**src/rtl/pipeline_hazard_ctrl_if.sv**
```systemverilog
// Hazard-control bundle between the pipeline datapath (master) and the
// stall/flush sequencer (slave).
interface pipeline_hazard_ctrl_if #(
  parameter int REG_AW = 5,
  parameter int CNT_W  = 32
);
  logic [REG_AW-1:0] id_rs1;
  logic [REG_AW-1:0] id_rs2;
  logic [1:0]        id_rs_used;
  logic [REG_AW-1:0] ex_rd;
  logic              ex_mem_read;
  logic              branch_taken_mem;
  logic              dmem_req;
  logic              dmem_ack;
  logic              err_clr;

  logic              pc_write_en;
  logic              stall_if_id;
  logic              stall_id_ex;
  logic              stall_ex_mem;
  logic              bubble_mem_wb;
  logic              flush_if_id;
  logic              flush_id_ex;
  logic              flush_ex_mem;
  logic              mem_timeout_err;
  logic [CNT_W-1:0]  stall_cnt;
  logic [CNT_W-1:0]  flush_cnt;

  modport master (
    output id_rs1, id_rs2, id_rs_used, ex_rd, ex_mem_read,
           branch_taken_mem, dmem_req, dmem_ack, err_clr,
    input  pc_write_en, stall_if_id, stall_id_ex, stall_ex_mem,
           bubble_mem_wb, flush_if_id, flush_id_ex, flush_ex_mem,
           mem_timeout_err, stall_cnt, flush_cnt
  );

  modport slave (
    input  id_rs1, id_rs2, id_rs_used, ex_rd, ex_mem_read,
           branch_taken_mem, dmem_req, dmem_ack, err_clr,
    output pc_write_en, stall_if_id, stall_id_ex, stall_ex_mem,
           bubble_mem_wb, flush_if_id, flush_id_ex, flush_ex_mem,
           mem_timeout_err, stall_cnt, flush_cnt
  );
endinterface

```
**src/rtl/pipeline_hazard_ctrl.sv**
```systemverilog
// Stall/flush sequencer for the 5-stage RV32 pipe: load-use bubbles, MEM-stage
// branch flushes, data-memory freeze with timeout error, and perf counters.
module pipeline_hazard_ctrl #(
  parameter int REG_AW      = 5,
  parameter int MEM_TIMEOUT = 16,
  parameter int CNT_W       = 32
) (
  input logic                  clk,
  input logic                  rst,
  pipeline_hazard_ctrl_if.slave hz
);

  typedef enum logic [1:0] {
    RUN      = 2'd0,
    MEM_WAIT = 2'd1,
    ERR      = 2'd2
  } stateT;

  // Counter only has to reach MEM_TIMEOUT-1; it holds there on the way to ERR.
  localparam int WCW = (MEM_TIMEOUT > 2) ? $clog2(MEM_TIMEOUT) : 1;

  stateT            state, nextState;
  logic [WCW-1:0]   waitCtr, nextWaitCtr;
  logic             timeoutErr;
  logic             setErr, clrErr;
  logic             loadUse, memWait, freeze, branchEv;
  logic             pcWriteEn;
  logic             stallIfId, stallIdEx, stallExMem, bubbleMemWb;
  logic             flushIfId, flushIdEx, flushExMem;
  logic [CNT_W-1:0] stallCnt, flushCnt;

  assign loadUse = hz.ex_mem_read && (hz.ex_rd != {REG_AW{1'b0}}) &&
                   ((hz.id_rs_used[0] && (hz.id_rs1 == hz.ex_rd)) ||
                    (hz.id_rs_used[1] && (hz.id_rs2 == hz.ex_rd)));
  assign memWait = hz.dmem_req && !hz.dmem_ack;

  // NOTE: every signal assigned here gets a default first so no path leaves
  // it unassigned; otherwise synthesis infers a latch.
  always_comb begin
    nextState   = state;
    nextWaitCtr = waitCtr;
    setErr      = 1'b0;
    clrErr      = 1'b0;
    freeze      = 1'b0;

    unique case (state)
      RUN: begin
        if (memWait) begin
          freeze      = 1'b1;
          nextState   = MEM_WAIT;
          nextWaitCtr = WCW'(1);
        end
      end
      MEM_WAIT: begin
        if (hz.dmem_ack) begin
          nextState   = RUN;
          nextWaitCtr = '0;
        end else begin
          freeze = 1'b1;
          if (waitCtr == WCW'(MEM_TIMEOUT - 1)) begin
            nextState = ERR;
            setErr    = 1'b1;
          end else begin
            nextWaitCtr = waitCtr + WCW'(1);
          end
        end
      end
      ERR: begin
        freeze = 1'b1;
        if (hz.err_clr) begin
          nextState   = RUN;
          nextWaitCtr = '0;
          clrErr      = 1'b1;
        end
      end
      default: begin
        nextState   = RUN;
        nextWaitCtr = '0;
      end
    endcase
  end

  // Output priority: freeze over branch flush over load-use bubble.
  always_comb begin
    pcWriteEn   = 1'b1;
    stallIfId   = 1'b0;
    stallIdEx   = 1'b0;
    stallExMem  = 1'b0;
    bubbleMemWb = 1'b0;
    flushIfId   = 1'b0;
    flushIdEx   = 1'b0;
    flushExMem  = 1'b0;
    branchEv    = 1'b0;

    if (!rst) begin
      pcWriteEn = 1'b0;
    end else if (freeze) begin
      pcWriteEn   = 1'b0;
      stallIfId   = 1'b1;
      stallIdEx   = 1'b1;
      stallExMem  = 1'b1;
      bubbleMemWb = 1'b1;
    end else if (hz.branch_taken_mem) begin
      branchEv   = 1'b1;
      flushIfId  = 1'b1;
      flushIdEx  = 1'b1;
      flushExMem = 1'b1;
    end else if (loadUse) begin
      pcWriteEn = 1'b0;
      stallIfId = 1'b1;
      flushIdEx = 1'b1;
    end
  end

  // NOTE: state registers use non-blocking assignment so every flop samples
  // the pre-edge values, independent of block ordering.
  always_ff @(posedge clk or negedge rst) begin
    if (!rst) begin
      state      <= RUN;
      waitCtr    <= '0;
      timeoutErr <= 1'b0;
    end else begin
      state   <= nextState;
      waitCtr <= nextWaitCtr;
      if (setErr)      timeoutErr <= 1'b1;
      else if (clrErr) timeoutErr <= 1'b0;
    end
  end

  always_ff @(posedge clk or negedge rst) begin
    if (!rst) begin
      stallCnt <= '0;
      flushCnt <= '0;
    end else begin
      if (!pcWriteEn && (stallCnt != {CNT_W{1'b1}}))
        stallCnt <= stallCnt + CNT_W'(1);
      if (branchEv && (flushCnt != {CNT_W{1'b1}}))
        flushCnt <= flushCnt + CNT_W'(1);
    end
  end

  assign hz.pc_write_en     = pcWriteEn;
  assign hz.stall_if_id     = stallIfId;
  assign hz.stall_id_ex     = stallIdEx;
  assign hz.stall_ex_mem    = stallExMem;
  assign hz.bubble_mem_wb   = bubbleMemWb;
  assign hz.flush_if_id     = flushIfId;
  assign hz.flush_id_ex     = flushIdEx;
  assign hz.flush_ex_mem    = flushExMem;
  assign hz.mem_timeout_err = timeoutErr;
  assign hz.stall_cnt       = stallCnt;
  assign hz.flush_cnt       = flushCnt;

endmodule
```
**src/flat_wrapper.sv**
```systemverilog
// flat-port wrapper written by rule: the top's interface ports become plain ports
module pipeline_hazard_ctrl_flat 
#(
  parameter int REG_AW      = 5,
  parameter int MEM_TIMEOUT = 16,
  parameter int CNT_W       = 32
)
  (clk, rst, hz_id_rs1, hz_id_rs2, hz_id_rs_used, hz_ex_rd, hz_ex_mem_read, hz_branch_taken_mem, hz_dmem_req, hz_dmem_ack, hz_err_clr, hz_pc_write_en, hz_stall_if_id, hz_stall_id_ex, hz_stall_ex_mem, hz_bubble_mem_wb, hz_flush_if_id, hz_flush_id_ex, hz_flush_ex_mem, hz_mem_timeout_err, hz_stall_cnt, hz_flush_cnt);
  pipeline_hazard_ctrl_if #(.REG_AW(REG_AW), .CNT_W(CNT_W)) hz_i ();
  input logic clk;
  input logic rst;
  input wire logic [$bits(hz_i.id_rs1)-1:0] hz_id_rs1;
  input wire logic [$bits(hz_i.id_rs2)-1:0] hz_id_rs2;
  input wire logic [$bits(hz_i.id_rs_used)-1:0] hz_id_rs_used;
  input wire logic [$bits(hz_i.ex_rd)-1:0] hz_ex_rd;
  input wire logic [$bits(hz_i.ex_mem_read)-1:0] hz_ex_mem_read;
  input wire logic [$bits(hz_i.branch_taken_mem)-1:0] hz_branch_taken_mem;
  input wire logic [$bits(hz_i.dmem_req)-1:0] hz_dmem_req;
  input wire logic [$bits(hz_i.dmem_ack)-1:0] hz_dmem_ack;
  input wire logic [$bits(hz_i.err_clr)-1:0] hz_err_clr;
  output wire logic [$bits(hz_i.pc_write_en)-1:0] hz_pc_write_en;
  output wire logic [$bits(hz_i.stall_if_id)-1:0] hz_stall_if_id;
  output wire logic [$bits(hz_i.stall_id_ex)-1:0] hz_stall_id_ex;
  output wire logic [$bits(hz_i.stall_ex_mem)-1:0] hz_stall_ex_mem;
  output wire logic [$bits(hz_i.bubble_mem_wb)-1:0] hz_bubble_mem_wb;
  output wire logic [$bits(hz_i.flush_if_id)-1:0] hz_flush_if_id;
  output wire logic [$bits(hz_i.flush_id_ex)-1:0] hz_flush_id_ex;
  output wire logic [$bits(hz_i.flush_ex_mem)-1:0] hz_flush_ex_mem;
  output wire logic [$bits(hz_i.mem_timeout_err)-1:0] hz_mem_timeout_err;
  output wire logic [$bits(hz_i.stall_cnt)-1:0] hz_stall_cnt;
  output wire logic [$bits(hz_i.flush_cnt)-1:0] hz_flush_cnt;
  assign hz_i.id_rs1 = hz_id_rs1;
  assign hz_i.id_rs2 = hz_id_rs2;
  assign hz_i.id_rs_used = hz_id_rs_used;
  assign hz_i.ex_rd = hz_ex_rd;
  assign hz_i.ex_mem_read = hz_ex_mem_read;
  assign hz_i.branch_taken_mem = hz_branch_taken_mem;
  assign hz_i.dmem_req = hz_dmem_req;
  assign hz_i.dmem_ack = hz_dmem_ack;
  assign hz_i.err_clr = hz_err_clr;
  assign hz_pc_write_en = hz_i.pc_write_en;
  assign hz_stall_if_id = hz_i.stall_if_id;
  assign hz_stall_id_ex = hz_i.stall_id_ex;
  assign hz_stall_ex_mem = hz_i.stall_ex_mem;
  assign hz_bubble_mem_wb = hz_i.bubble_mem_wb;
  assign hz_flush_if_id = hz_i.flush_if_id;
  assign hz_flush_id_ex = hz_i.flush_id_ex;
  assign hz_flush_ex_mem = hz_i.flush_ex_mem;
  assign hz_mem_timeout_err = hz_i.mem_timeout_err;
  assign hz_stall_cnt = hz_i.stall_cnt;
  assign hz_flush_cnt = hz_i.flush_cnt;
  pipeline_hazard_ctrl #(.REG_AW(REG_AW), .MEM_TIMEOUT(MEM_TIMEOUT), .CNT_W(CNT_W)) u_core (.clk(clk), .rst(rst), .hz(hz_i));
endmodule
```
**config.mk**
```make
export PLATFORM = sky130hd
export DESIGN_NAME = pipeline_hazard_ctrl_flat
export DESIGN_NICKNAME = d
export VERILOG_FILES = /design/src/rtl/pipeline_hazard_ctrl_if.sv /design/src/rtl/pipeline_hazard_ctrl.sv /design/src/flat_wrapper.sv
export SDC_FILE = /design/constraint.sdc
export NUM_CORES = 1
export LEC_CHECK = 0
export ABC_AREA = 1
export CORE_MARGIN = 4
export CORE_UTILIZATION = 32
export DETAILED_ROUTE_END_ITERATION = 10
export GPL_TIMING_DRIVEN = 1
export PLACE_DENSITY_LB_ADDON = 0.05
export SYNTH_ARGS = -nofsm -noshare
export SYNTH_HDL_FRONTEND = slang
export SYNTH_SLANG_ARGS = --single-unit
```
**constraint.sdc**
```tcl
create_clock -name clk -period 2.11 [get_ports clk]
set_input_delay 0.211 -clock clk [delete_from_list [all_inputs] [get_ports clk]]
set_output_delay 0.211 -clock clk [all_outputs]
set_load 0.03 [all_outputs]
```
Yosys cells after proc, flatten, opt, wreduce, memory -nomap -nowiden. Cells that the tools add are included.

$add $sub $neg: 3. Equal/unequal tests: 11. Multiplexer cells: 36. Reduce and logical (&&, ||, !) cells: 15.

Operators by type and width (number): $add A32 B1 Y32 const B (2); $ne A32 B32 Y1 const B (2); $mux W1 (25); $mux W4 (4); $pmux W4 S3 (1); $eq A5 B5 Y1 (2); $mux W2 (4); $logic_and A1 B1 Y1 (7); $pmux W2 S3 (1); $reduce_and A3 Y1 (2); $reduce_bool A5 Y1 (1); $add A4 B1 Y4 const B (1); $eq A4 B4 Y1 const B (1); $ne A3 B2 Y1 const B (1); $ne A3 B3 Y1 const B (1); $pmux W1 S3 (1); $eq A2 B1 Y1 const B (1); $eq A2 B2 Y1 const B (1); $logic_not A1 Y1 (2); $logic_not A2 Y1 (1); $ne A2 B1 Y1 const B (1); $ne A2 B2 Y1 const B (1); $reduce_bool A2 Y1 (1); $logic_or A1 B1 Y1 (1).

Flip-flop bits (word level): 71. Input port bits: 24. Output and inout bits: 73. Word-level logic and storage cells: 70.

Longest topological paths before layout. Gate-level depths: netlist (run 1).

Depth after elaboration: 10. Gate-level depth with buffers: 12. Gate-level depth less buffers: 11.

Worst setup path before layout (run 1). No wires, ideal clock.

Path kind: register -> register. Start: register u_core.stallCnt[0], in the netlist u_core.hz.stall_cnt[0]. End: register u_core.stallCnt[0], in the netlist u_core.hz.stall_cnt[0]. Library setup time: 0.119 ns. Arrival: 1.889 ns. Required time: 1.991 ns. Setup slack: 0.103 ns. Stages on the path, launching flop included: 12. Path buffers: 1. Period minus slack after synthesis: 2.007 ns. Cells stage by stage: dfrtp_1 ha_1 nand3_4 nor2_4 nand2_2 nor2_2 nand2_1 nor2_2 nand3_2 buf_2 nand3_1 nand2_1.

Cells in the longest elaborated chain, start to end: 2. Elaborated cells between the ends (all ways): 3. Those cells by class: 1 x add/sub; 1 x eq/ne; 1 x reduce/logical.

RTL lines: from (decl) (line pipeline_hazard_ctrl.sv:30) `logic [CNT_W-1:0] stallCnt, flushCnt;`; from (signal assigned) (line pipeline_hazard_ctrl.sv:136) `stallCnt <= stallCnt + CNT_W'(1);`; branches (longest 2 deep; another with $add A32 B1 Y32).

Several ways; the timed one is not identified. A chain may end at the register's enable or synchronous reset.

Final worst setup path (run 1).
Start: register u_core.state[1]. End: output port hz_pc_write_en.

Cells in the longest elaborated chain, start to end: 4. Elaborated cells between the ends (all ways): 6. Those cells by class: 2 x eq/ne; 3 x mux; 1 x reduce/logical.

RTL lines: from (decl) (line pipeline_hazard_ctrl.sv:22) `stateT state, nextState;`; from (signal assigned) (line pipeline_hazard_ctrl.sv:123) `state <= nextState;`; $eq A2 B2 Y1, or another cell as far along (line pipeline_hazard_ctrl.sv:46) `unique case (state)`; $pmux W1 S3 * (line pipeline_hazard_ctrl.sv:46); $mux W1 * (line pipeline_hazard_ctrl.sv:97) `end else if (freeze) begin`; $mux W1 * (line pipeline_hazard_ctrl.sv:95) `if (!rst) begin`; to (decl) (line flat_wrapper.sv:21) `output wire logic [$bits(hz_i.pc_write_en)-1:0] hz_pc_write_en;`.

Mark *: on every way between the ends. The rest lies on a longest branch, timed or not.

==> results of run 1 <==
## worst min-delay path by stage
stage / from / cells past startpoint / slack, ns / endpoint
2_1_floorplan: rst / 0 / -0.08 / u_core.hz.flush_cnt[0]$_DFFE_PN0P_
3_3_place_gp: rst / 1 / 0.01 / u_core.hz.flush_cnt[2]$_DFFE_PN0P_
3_5_place_dp: rst / 1 / 0.01 / u_core.hz.flush_cnt[2]$_DFFE_PN0P_
4_1_cts: rst / 2 / 0.20 / u_core.hz.flush_cnt[2]$_DFFE_PN0P_
5_1_grt: rst / 2 / 0.21 / u_core.hz.flush_cnt[2]$_DFFE_PN0P_
6_report: rst / 2 / 0.21 / u_core.hz.flush_cnt[2]$_DFFE_PN0P_
## stage by stage
| step | power [mW] | TNS [ns] | std cells | worst slack (ns) |
|---|---|---|---|---|
| final | 4.90 | 0 | 1034 | 0.133 |
| after global routing | 5.19 | -0.00355 | 1034 | -0.00355 |
| after CTS | 4.96 | 0 | 1033 | 0.00321 |
| after detailed placement | 3.22 | 0 | 1016 | 0.0400 |
| after global placement | 3.20 | 0 | 1016 | 0.113 |
| after floorplan | 2.59 | 0 | 719 | 0.103 |
## layout make-up
class | count | area share
multi-input combinational | 551 | 0.400
sequential | 71 | 0.276
timing repair buffer | 131 | 0.191
inverter | 81 | 0.0471
clock buffer | 11 | 0.0392
tap | 184 | 0.0357
clock inverter | 5 | 0.0122
## registers in the layout, indices dropped and copies added, names as in the netlist
register	flops
u_core.hz.flush_cnt	32
u_core.state	2
u_core.hz.stall_cnt	32
u_core.hz.mem_timeout_err	1
u_core.waitCtr	4
## cells by family after synthesis
kind of cell	after synthesis	synth area share
compound gates	20	0.0222
xor+xnor	37	0.0684
fa+ha+maj	3	0.00792
buf+inv	97	0.0890
flops	71	0.375
simple gates	491	0.438
## power groups by stage
stage               sequential (mW)  combinational [mW]  clock, mW
finish                         1.70                1.51       1.69
global route                   1.73                1.65       1.81
CTS                            1.70                1.52       1.75
detailed placement             1.72                1.50          0
global placement               1.71                1.49          0
floorplan                      1.92               0.672          0
## layout by cell type, fill, tap and decap left out, drive strengths merged, types with 2 or more instances in the layout
cell,n
nand2,290
clkdlybuf4s50,87
nor2,86
inv,82
dfrtp,71
nand3,65
buf,43
nor3,29
xor2,28
o21ai,14
nand4,13
clkbuf,11
xnor2,9
nand3b,6
a21oi,5
ha,3
clkinv,2
bufinv,2
## timing repair
action / 4_1_cts / 5_1_grt
buffers inserted: 0 / 1
pin swaps: 0 / 1
hold endpoints to repair: 1 / 0
gates resized for setup: 3 / 7
setup endpoints to repair: 3 / 13
hold buffers: 1 / 0
## worst reg2reg max path: stages (launching register included)
cell	delay, ns
dfrtp_1	0.41
ha_1	0.23
nand3_2	0.15
inv_1	0.08
nand2_1	0.07
nor2_1	0.17
nand2_1	0.12
nand2_4	0.12
buf_4	0.21
nor2_2	0.05
xor2_1	0.13
## layer usage
| metal | wire length [µm] | GRT usage | part of all wire |
|---|---|---|---|
| met1 | 6150 | 0.216 | 0.43 |
| met2 | 7130 | 0.308 | 0.50 |
| met3 | 567 | 0.0360 | 0.040 |
| met4 | 389 | 0.0715 | 0.027 |
| met5 | 0 | 0 | 0 |
==> impl_metrics.tcl, run 1 <==
set metrics [dict create \
    pwr-share-clk 0.345 \
    ys_ff_latch 71 \
    critical_path_cell_by_cell "nor2_2 -> o21ai_1 -> o21ai_2 -> nand2_2 -> inv_1 -> nand2_2 -> inv_1 -> buf_4" \
    area.growth.synth_to_final_pct 36.1 \
    vias_per_cell 4.68 \
    ctsRootBufferMaster "clkbuf_16" \
    antenna_violating_nets_post_route 0 \
    diodes_inserted 0 \
    grt_overflow_total 0 \
    numCtsBuffers 9 \
    rr_endpoint "u_core.hz.flush_cnt[13]$_DFFE_PN0P_" \
    clock_tree_from_tritoncts "yes" \
    routed-via-count 4834 \
    r2r_cells 10 \
    io-pin-count 97 \
    finalWorstPathRequiredPeriod_ns 1.98 \
    max_slew_margin 0.384 \
    netlist_top_cells_area "dfrtp_1 (37%), nand2_1 (23%), nand3_1 (6.7%)" \
    clkLatencyLatePin_ns 0.34 \
    power_switching_share 0.344 \
    status "completed" \
    p_sw_mw 1.68 \
    critical_path.startpoint_type "flip-flop" \
    syn_nets 746 \
    final_core_util 0.444 \
    cp_slowest_cell "dfrtp_1" \
    max_cap_violations 0 \
    startpoint "u_core.state[1]$_DFFE_PN0P_" \
    drt-pass1-iter-count 5 \
    synth_async_sr_flop_share 1.00 \
    synth-edff-count 0 \
    synth.yosys.warnings 0 \
    syn-cell-area_um2 4740 \
    final.fill_count 1560 \
    cp-end-kind "primary output" \
    fp.dieArea_um2 16800 \
    synthesis.instances 719 \
    dieWidth_um 130 \
    grt_max_degree 71 \
    mean_routed_wirelength_per_cell_um 13.8 \
    power_share_of_the_sequential_group 0.347 \
    post_dp_hpwl_um 11200 \
    die_h_um 130 \
    synth_most_common_cell "nand2_1" \
    path_depth 8 \
    worstReg2RegStart "u_core.hz.flush_cnt[0]$_DFFE_PN0P_" \
    htreeDepth 3 \
    coreArea_um2 14500 \
    drive_above_1_share 0.0941 \
    critical_path.endpoint "hz_pc_write_en" \
    cp.arrival_ns 1.77 \
    cts.sinks 71 \
    net_count_final 872 \
    placed_cell_area_um2 6060 \
    cp.buffers_inverters 3 \
    maxSlewViolCount 0 \
    multi_input_comb_area_um2 2580 \
    report.final.setup_viol 0 \
    layout.cell_area.non_filler_um2 6450 \
    detail_route.drc_violations 0 \
    cts-root-to-sink-buffers 2 \
    gp_congestion 0.896 \
    grt_usage 0.177 \
    cell_internal_pwr_mw 3.22 \
    area.sequential_um2 1780 \
    placement.io_buffers 96 \
    clk_pin_slew_worst_paths_ns 0.06 \
    timing.final.hold_violations 0 \
    post_synth_num_cell_types 28 \
    yosys_most_used_dff "dfrtp_1" \
    row_count 44 \
    power.density_nw_per_um2 760 \
    grt_pass1_vias 4839 \
    cp_top_family "flip-flops" \
    grt_first_pass_wirelength_um 23700 \
    initial_core_utilization 0.326 \
    ff2ff_setup_slack_ns 0.25 \
    hp-class "input pin to asynchronous set/reset pin" \
    synth.cells.most_frequent "nand2_1 (287), inv_1 (80), nor2_1 (79), dfrtp_1 (71), nand3_1 (63)" \
    worst_clock_skew_ns 0.00607 \
    synth.avg_cell_area_um2 6.59 \
    power_leakage_nw 3.03 \
    initialDrtViolationCount 398 \
    antenna_found_initial 0 \
    crit_path_max_fanout 6 \
    critical_path_class "flip-flop to primary output" \
    cell_accounting_for_the_most_synthesized_area "dfrtp_1" \
    critical_path_required_ns 1.90 \
    cpPeakStageDelay_ns 0.41 \
    ir_worst_vdd_mv 0.621 \
    worst_pin_slew_ns 0.924 \
    power_frac_comb 0.308 \
    hold_slack_ns 0.206 \
    max_freq_mhz 506 \
    top_area_cell_type_share_of_the_netlist_area 0.375 \
    synth-seq-area-share 0.375 \
    drt_wl_total_um 14200 \
    post-route-period-util 0.937 \
]
No activity file was read; power rests on OpenSTA's default activity.
==> run 2, diff against run 1 <==
--- a/config.mk
+++ b/config.mk
@@ -11,6 +11,7 @@
 export DETAILED_ROUTE_END_ITERATION = 10
 export GPL_TIMING_DRIVEN = 1
 export PLACE_DENSITY_LB_ADDON = 0.05
+export RECOVER_POWER = 100
 export SYNTH_ARGS = -nofsm -noshare
 export SYNTH_HDL_FRONTEND = slang
 export SYNTH_SLANG_ARGS = --single-unit
==> constraint.sdc (replaced) <==
create_clock -name clk -period 2.4 [get_ports clk]
set_input_delay 0.24 -clock clk [delete_from_list [all_inputs] [get_ports clk]]
set_output_delay 0.24 -clock clk [all_outputs]
set_load 0.03 [all_outputs]
==> impl_metrics.tcl, run 2 (synthesis gave the netlist of run 1 again) <==
set metrics [dict create \
    max_cap_violations 0 \
    fp.dieArea_um2 16800 \
    worst_clock_skew_ns 0.00637 \
    clk_pin_slew_worst_paths_ns 0.06 \
    fin_setup_tns_ns 0 \
    cp.arrival_ns 2.02 \
    area.growth.synth_to_final_pct 32.3 \
    initialDrtViolationCount 288 \
    finalWorstPathRequiredPeriod_ns 2.26 \
    instances_no_fill 1018 \
    clkLatencyLatePin_ns 0.34 \
    crit_path_max_fanout 4 \
    routed-via-count 4818 \
    placement.io_buffers 96 \
    grt_pass1_vias 4858 \
    cp_slowest_cell "dfrtp_1" \
    final.fill_count 1540 \
    row_count 44 \
    detail_route.drc_violations 0 \
    grt_usage 0.174 \
    cts-root-to-sink-buffers 2 \
    grt_max_degree 65 \
    drt-pass1-iter-count 4 \
    critical_path_cell_by_cell "nor2_1 -> o21ai_1 -> o21ai_1 -> nand2_1 -> inv_1 -> nand2_1 -> inv_1 -> dlygate4sd2_1" \
    power_leakage_nw 3.15 \
    max_slew_margin 0.000931 \
    cp-end-kind "primary output" \
    placed_cells_incl_taps 1001 \
    ctsRootBufferMaster "clkbuf_16" \
    io-pin-count 97 \
    vias_per_cell 4.73 \
    htreeDepth 3 \
    timing.final.hold_violations 0 \
    rsz0062_at_grt "false" \
    drive_above_1_share 0.0552 \
    initial_core_utilization 0.326 \
    layout_commonest_cell "nand2_1" \
    cpPeakStageDelay_ns 0.41 \
    power.density_nw_per_um2 679 \
    final_core_util 0.431 \
    antenna_violating_nets_post_route 0 \
    critical_path_required_ns 2.16 \
    coreArea_um2 14500 \
    status "completed" \
    drt_wl_total_um 14300 \
    gp_congestion 0.895 \
    die_h_um 130 \
    post_dp_hpwl_um 10700 \
    maxSlewViolCount 0 \
    mean_routed_wirelength_per_cell_um 14.0 \
    antenna_found_initial 0 \
    top_library_cells_by_usage_in_the_layout_fill_and_taps_aside "nand2_1 (287), nor2_1 (82), inv_1 (81)" \
    cts.sinks 71 \
    max_freq_mhz 442 \
    grt_overflow_total 0 \
    cp_top_family "buffers and inverters" \
    cp.buffers_inverters 3 \
    post-route-period-util 0.944 \
    ir_worst_vdd_mv 0.436 \
    numCtsBuffers 9 \
    net_count_final 856 \
    dieWidth_um 130 \
    post_cts_setup_buffer_count 0 \
    grt_first_pass_wirelength_um 23500 \
    clock_tree_from_tritoncts "yes" \
    hp-class "input pin to asynchronous set/reset pin" \
    critical_path.startpoint_type "flip-flop" \
    diodes_inserted 0 \
    critical_path_class "flip-flop to primary output" \
    report.final.setup_viol 0 \
    worst_pin_slew_ns 1.50 \
]
## run 2: cell types whose count changed in the layout (fill, tap and decap cells not counted), sizes merged
cell	delta
dlygate4sd3	+65
clkbuf	+3
clkinvlp	+1
clkdlybuf4s50	-65
bufinv	+1
dlygate4sd2	+2
buf	-22
inv	-1
## run 2: what timing repair did
action | in CTS | in global routing
setup endpoints to repair | 2 | 3
gates resized for setup | 2 | 3
hold buffers | 1 | 0
hold endpoints to repair | 7 | 0
## run 2: area by class of cell
cell class | instances | area (µm²) | share of cell area
well taps | 184 | 230 | 0.0367
clock buffers | 10 | 239 | 0.0381
multi-input cells | 551 | 2530 | 0.404
clock inverters | 6 | 108 | 0.0172
repair buffers | 115 | 1080 | 0.172
inverters | 81 | 304 | 0.0485
flip-flops and latches | 71 | 1780 | 0.283
## run 2: where the power goes
| part | switching, mW | total (mW) | internal [mW] |
|---|---|---|---|
| combinational | 0.754 | 1.18 | 0.427 |
| sequential | 0.161 | 1.49 | 1.33 |
| clock | 0.545 | 1.59 | 1.04 |
## run 2: worst register-to-register path: cells and delay by family, from the launching register on
family	cells	cell delay, ns
adders and majority gates	1	0.30
DFF	1	0.41
and+or+nand+nor	10	1.09
buffers and inverters	1	0.25
## run 2: stage by stage
stage          hold WS, ns  cell area [µm²]  power [mW]  setup WS, ns
2_1_floorplan      -0.0556             4740        2.28         0.393
3_3_place_gp        0.0877             5960        2.78        0.0321
3_5_place_dp        0.0839             5960        2.78       -0.0175
4_1_cts              0.280             6320        4.40        0.0574
5_1_grt              0.290             6270        4.50        0.0241
6_report             0.285             6270        4.26         0.135
## run 2: final timing paths
| check | from | endpoint | slack [ns] | depth (start not counted) |
|---|---|---|---|---|
| min | rst | u_core.waitCtr[0]$_DFFE_PN0P_ | 0.28 | 2 |
| min in group clk | u_core.hz.flush_cnt[9]$_DFFE_PN0P_ | u_core.hz.flush_cnt[9]$_DFFE_PN0P_ | 0.50 | 2 |
| max | u_core.state[1]$_DFFE_PN0P_ | hz_pc_write_en | 0.14 | 8 |
| max reg2reg | u_core.hz.stall_cnt[1]$_DFFE_PN0P_ | u_core.hz.stall_cnt[12]$_DFFE_PN0P_ | 0.28 | 12 |
| min reg2reg | u_core.hz.flush_cnt[9]$_DFFE_PN0P_ | u_core.hz.flush_cnt[9]$_DFFE_PN0P_ | 0.50 | 2 |
| max in group asynchronous | rst | u_core.hz.stall_cnt[24]$_DFFE_PN0P_ | 0.43 | 3 |
## run 2: metal layers
metal / track usage / wire (µm) / share of wire
met1: 0.207 / 6120 / 0.43
met2: 0.315 / 7390 / 0.52
met5: 0 / 0 / 0
met4: 0.0666 / 280 / 0.020
met3: 0.0274 / 481 / 0.034
==> run 3, diff against run 2 <==
--- a/config.mk
+++ b/config.mk
@@ -12,6 +12,7 @@
 export GPL_TIMING_DRIVEN = 1
 export PLACE_DENSITY_LB_ADDON = 0.05
 export RECOVER_POWER = 100
+export REMOVE_ABC_BUFFERS = 1
 export SYNTH_ARGS = -nofsm -noshare
 export SYNTH_HDL_FRONTEND = slang
 export SYNTH_SLANG_ARGS = --single-unit
==> impl_metrics.tcl, run 3 (synthesis gave the netlist of run 1 again) <==
set metrics [dict create \
    status "finished, violations left" \
    violations_in_the_final_reports "max-capacitance violations, max-slew violations" \
    placement.io_buffers 96 \
    top_library_cells_by_usage_in_the_layout_fill_and_taps_aside "nand2_1 (288), nor2_1 (81), inv_1 (80)" \
    post-route-period-util 0.935 \
    critical_path_required_ns 2.16 \
    coreArea_um2 14500 \
    area.growth.synth_to_final_pct 30.1 \
    ctsRootBufferMaster "clkbuf_16" \
    routed-via-count 4751 \
    grt_pass1_vias 4655 \
    cts.sinks 71 \
    antenna_found_initial 0 \
    cts-root-to-sink-buffers 2 \
    grt_max_degree 72 \
    drt_wl_total_um 13700 \
    placed_cells_incl_taps 997 \
    clock_tree_from_tritoncts "yes" \
    multi_input_comb_area_um2 2530 \
    r2r_cells 12 \
    htreeDepth 3 \
    detail_route.drc_violations 0 \
    cp-end-kind "primary output" \
    layout.cell_area.non_filler_um2 6160 \
    area.sequential_um2 1780 \
    hold_start "u_core.hz.flush_cnt[9]$_DFFE_PN0P_" \
    rsz0062_at_grt "false" \
    worst_hold_path_cells 2 \
    crit_path_max_fanout 4 \
    maxSlewViolCount 72 \
    report.final.setup_viol 0 \
    worst_pin_slew_ns 1.84 \
    vias_per_cell 4.70 \
    clkLatencyLatePin_ns 0.34 \
    numCtsBuffers 9 \
    power.density_nw_per_um2 633 \
    net_count_final 851 \
    hp-class "flip-flop to flip-flop" \
    max_slew_margin -0.224 \
    cp_slowest_cell "clkdlybuf4s50_1" \
    timing.final.hold_violations 0 \
    total_power_mw 3.90 \
    antenna_violating_nets_post_route 0 \
    post_cts_setup_buffer_count 0 \
    critical_path_class "flip-flop to primary output" \
    initialDrtViolationCount 201 \
    gp_congestion 0.932 \
    cp.arrival_ns 2.00 \
    grt_usage 0.171 \
    placed_cell_area_um2 5930 \
    cpPeakStageDelay_ns 0.71 \
    drt-pass1-iter-count 4 \
    worst_clock_skew_ns 0.00342 \
    die_h_um 130 \
    ir_worst_vdd_mv 0.641 \
    dieWidth_um 130 \
    clk_pin_slew_worst_paths_ns 0.05 \
    layout_commonest_cell "nand2_1" \
    worstReg2RegStart "u_core.hz.stall_cnt[1]$_DFFE_PN0P_" \
    final_critical_path_setup_slack_ns 0.157 \
    max_cap_violations 1 \
    initial_core_utilization 0.326 \
    finalWorstPathRequiredPeriod_ns 2.24 \
    critical_path_cell_by_cell "nor2_1 -> o21ai_1 -> o21ai_1 -> nor2_1 -> clkdlybuf4s50_1" \
    diodes_inserted 0 \
    row_count 44 \
    startpoint "u_core.state[1]$_DFFE_PN0P_" \
    power_leakage_nw 3.09 \
    fp.dieArea_um2 16800 \
    critical_path.startpoint_type "flip-flop" \
    drive_above_1_share 0.0472 \
    grt_first_pass_wirelength_um 22900 \
    instances_no_fill 1011 \
    placement.setup.worst_slack_ns 0.0382 \
    hold_buffers 0 \
    grt_overflow_total 0 \
    final.fill_count 1571 \
    mean_routed_wirelength_per_cell_um 13.5 \
    post_dp_hpwl_um 10500 \
    cts_resized 1 \
    max_freq_mhz 446 \
    io-pin-count 97 \
]
## run 3: critical path: cells and delay by family, from the launching register on
family / cells / cell delay, ns
buf+inv: 1 / 0.71
flops: 1 / 0.39
compound gates: 2 / 0.29
simple gates: 2 / 0.28
## run 3: layer usage
metal / wire (µm) / GRT usage / share of wire / vias to the layer above
met2: 6530 / 0.286 / 0.48 / 95
met4: 416 / 0.0795 / 0.030 / 0
met3: 524 / 0.0303 / 0.038 / 32
met5: 0 / 0 / 0 / -
met1: 6220 / 0.216 / 0.45 / 2171
li1: - / - / - / 2453
## run 3: per-stage QoR
step | hold slack [ns] | utilization | setup TNS [ns]
6_report | 0.489 | 0.424 | 0
2_1_floorplan | -0.0556 | - | -3.40
3_3_place_gp | 0.476 | 0.408 | 0
5_1_grt | 0.520 | 0.424 | 0
4_1_cts | 0.221 | 0.426 | 0
3_5_place_dp | 0.492 | 0.408 | 0
## run 3: final timing paths
| kind | endpoint | slack [ns] |
|---|---|---|
| hold / removal | u_core.hz.flush_cnt[9]$_DFFE_PN0P_ | 0.49 |
| setup reg to reg | u_core.hz.stall_cnt[17]$_DFFE_PN0P_ | 0.27 |
| setup / recovery | hz_stall_id_ex | 0.16 |
| max in group asynchronous | u_core.hz.stall_cnt[13]$_DFFE_PN0P_ | 0.65 |
| min in group asynchronous | u_core.hz.flush_cnt[2]$_DFFE_PN0P_ | 0.61 |
| hold reg to reg | u_core.hz.flush_cnt[9]$_DFFE_PN0P_ | 0.49 |
## run 3: layout make-up
class | instances | area share
clock inverter | 1 | 0.000812
inverter | 81 | 0.0493
tap | 184 | 0.0373
timing repair buffer | 110 | 0.171
clock buffer | 13 | 0.0422
multi-input combinational | 551 | 0.411
sequential | 71 | 0.288
## run 3: power by group
group | total, mW | switching [mW] | internal, mW
sequential | 1.49 | 0.159 | 1.33
clock | 1.23 | 0.489 | 0.743
combinational | 1.18 | 0.750 | 0.433
total | 3.90 | 1.40 | 2.51
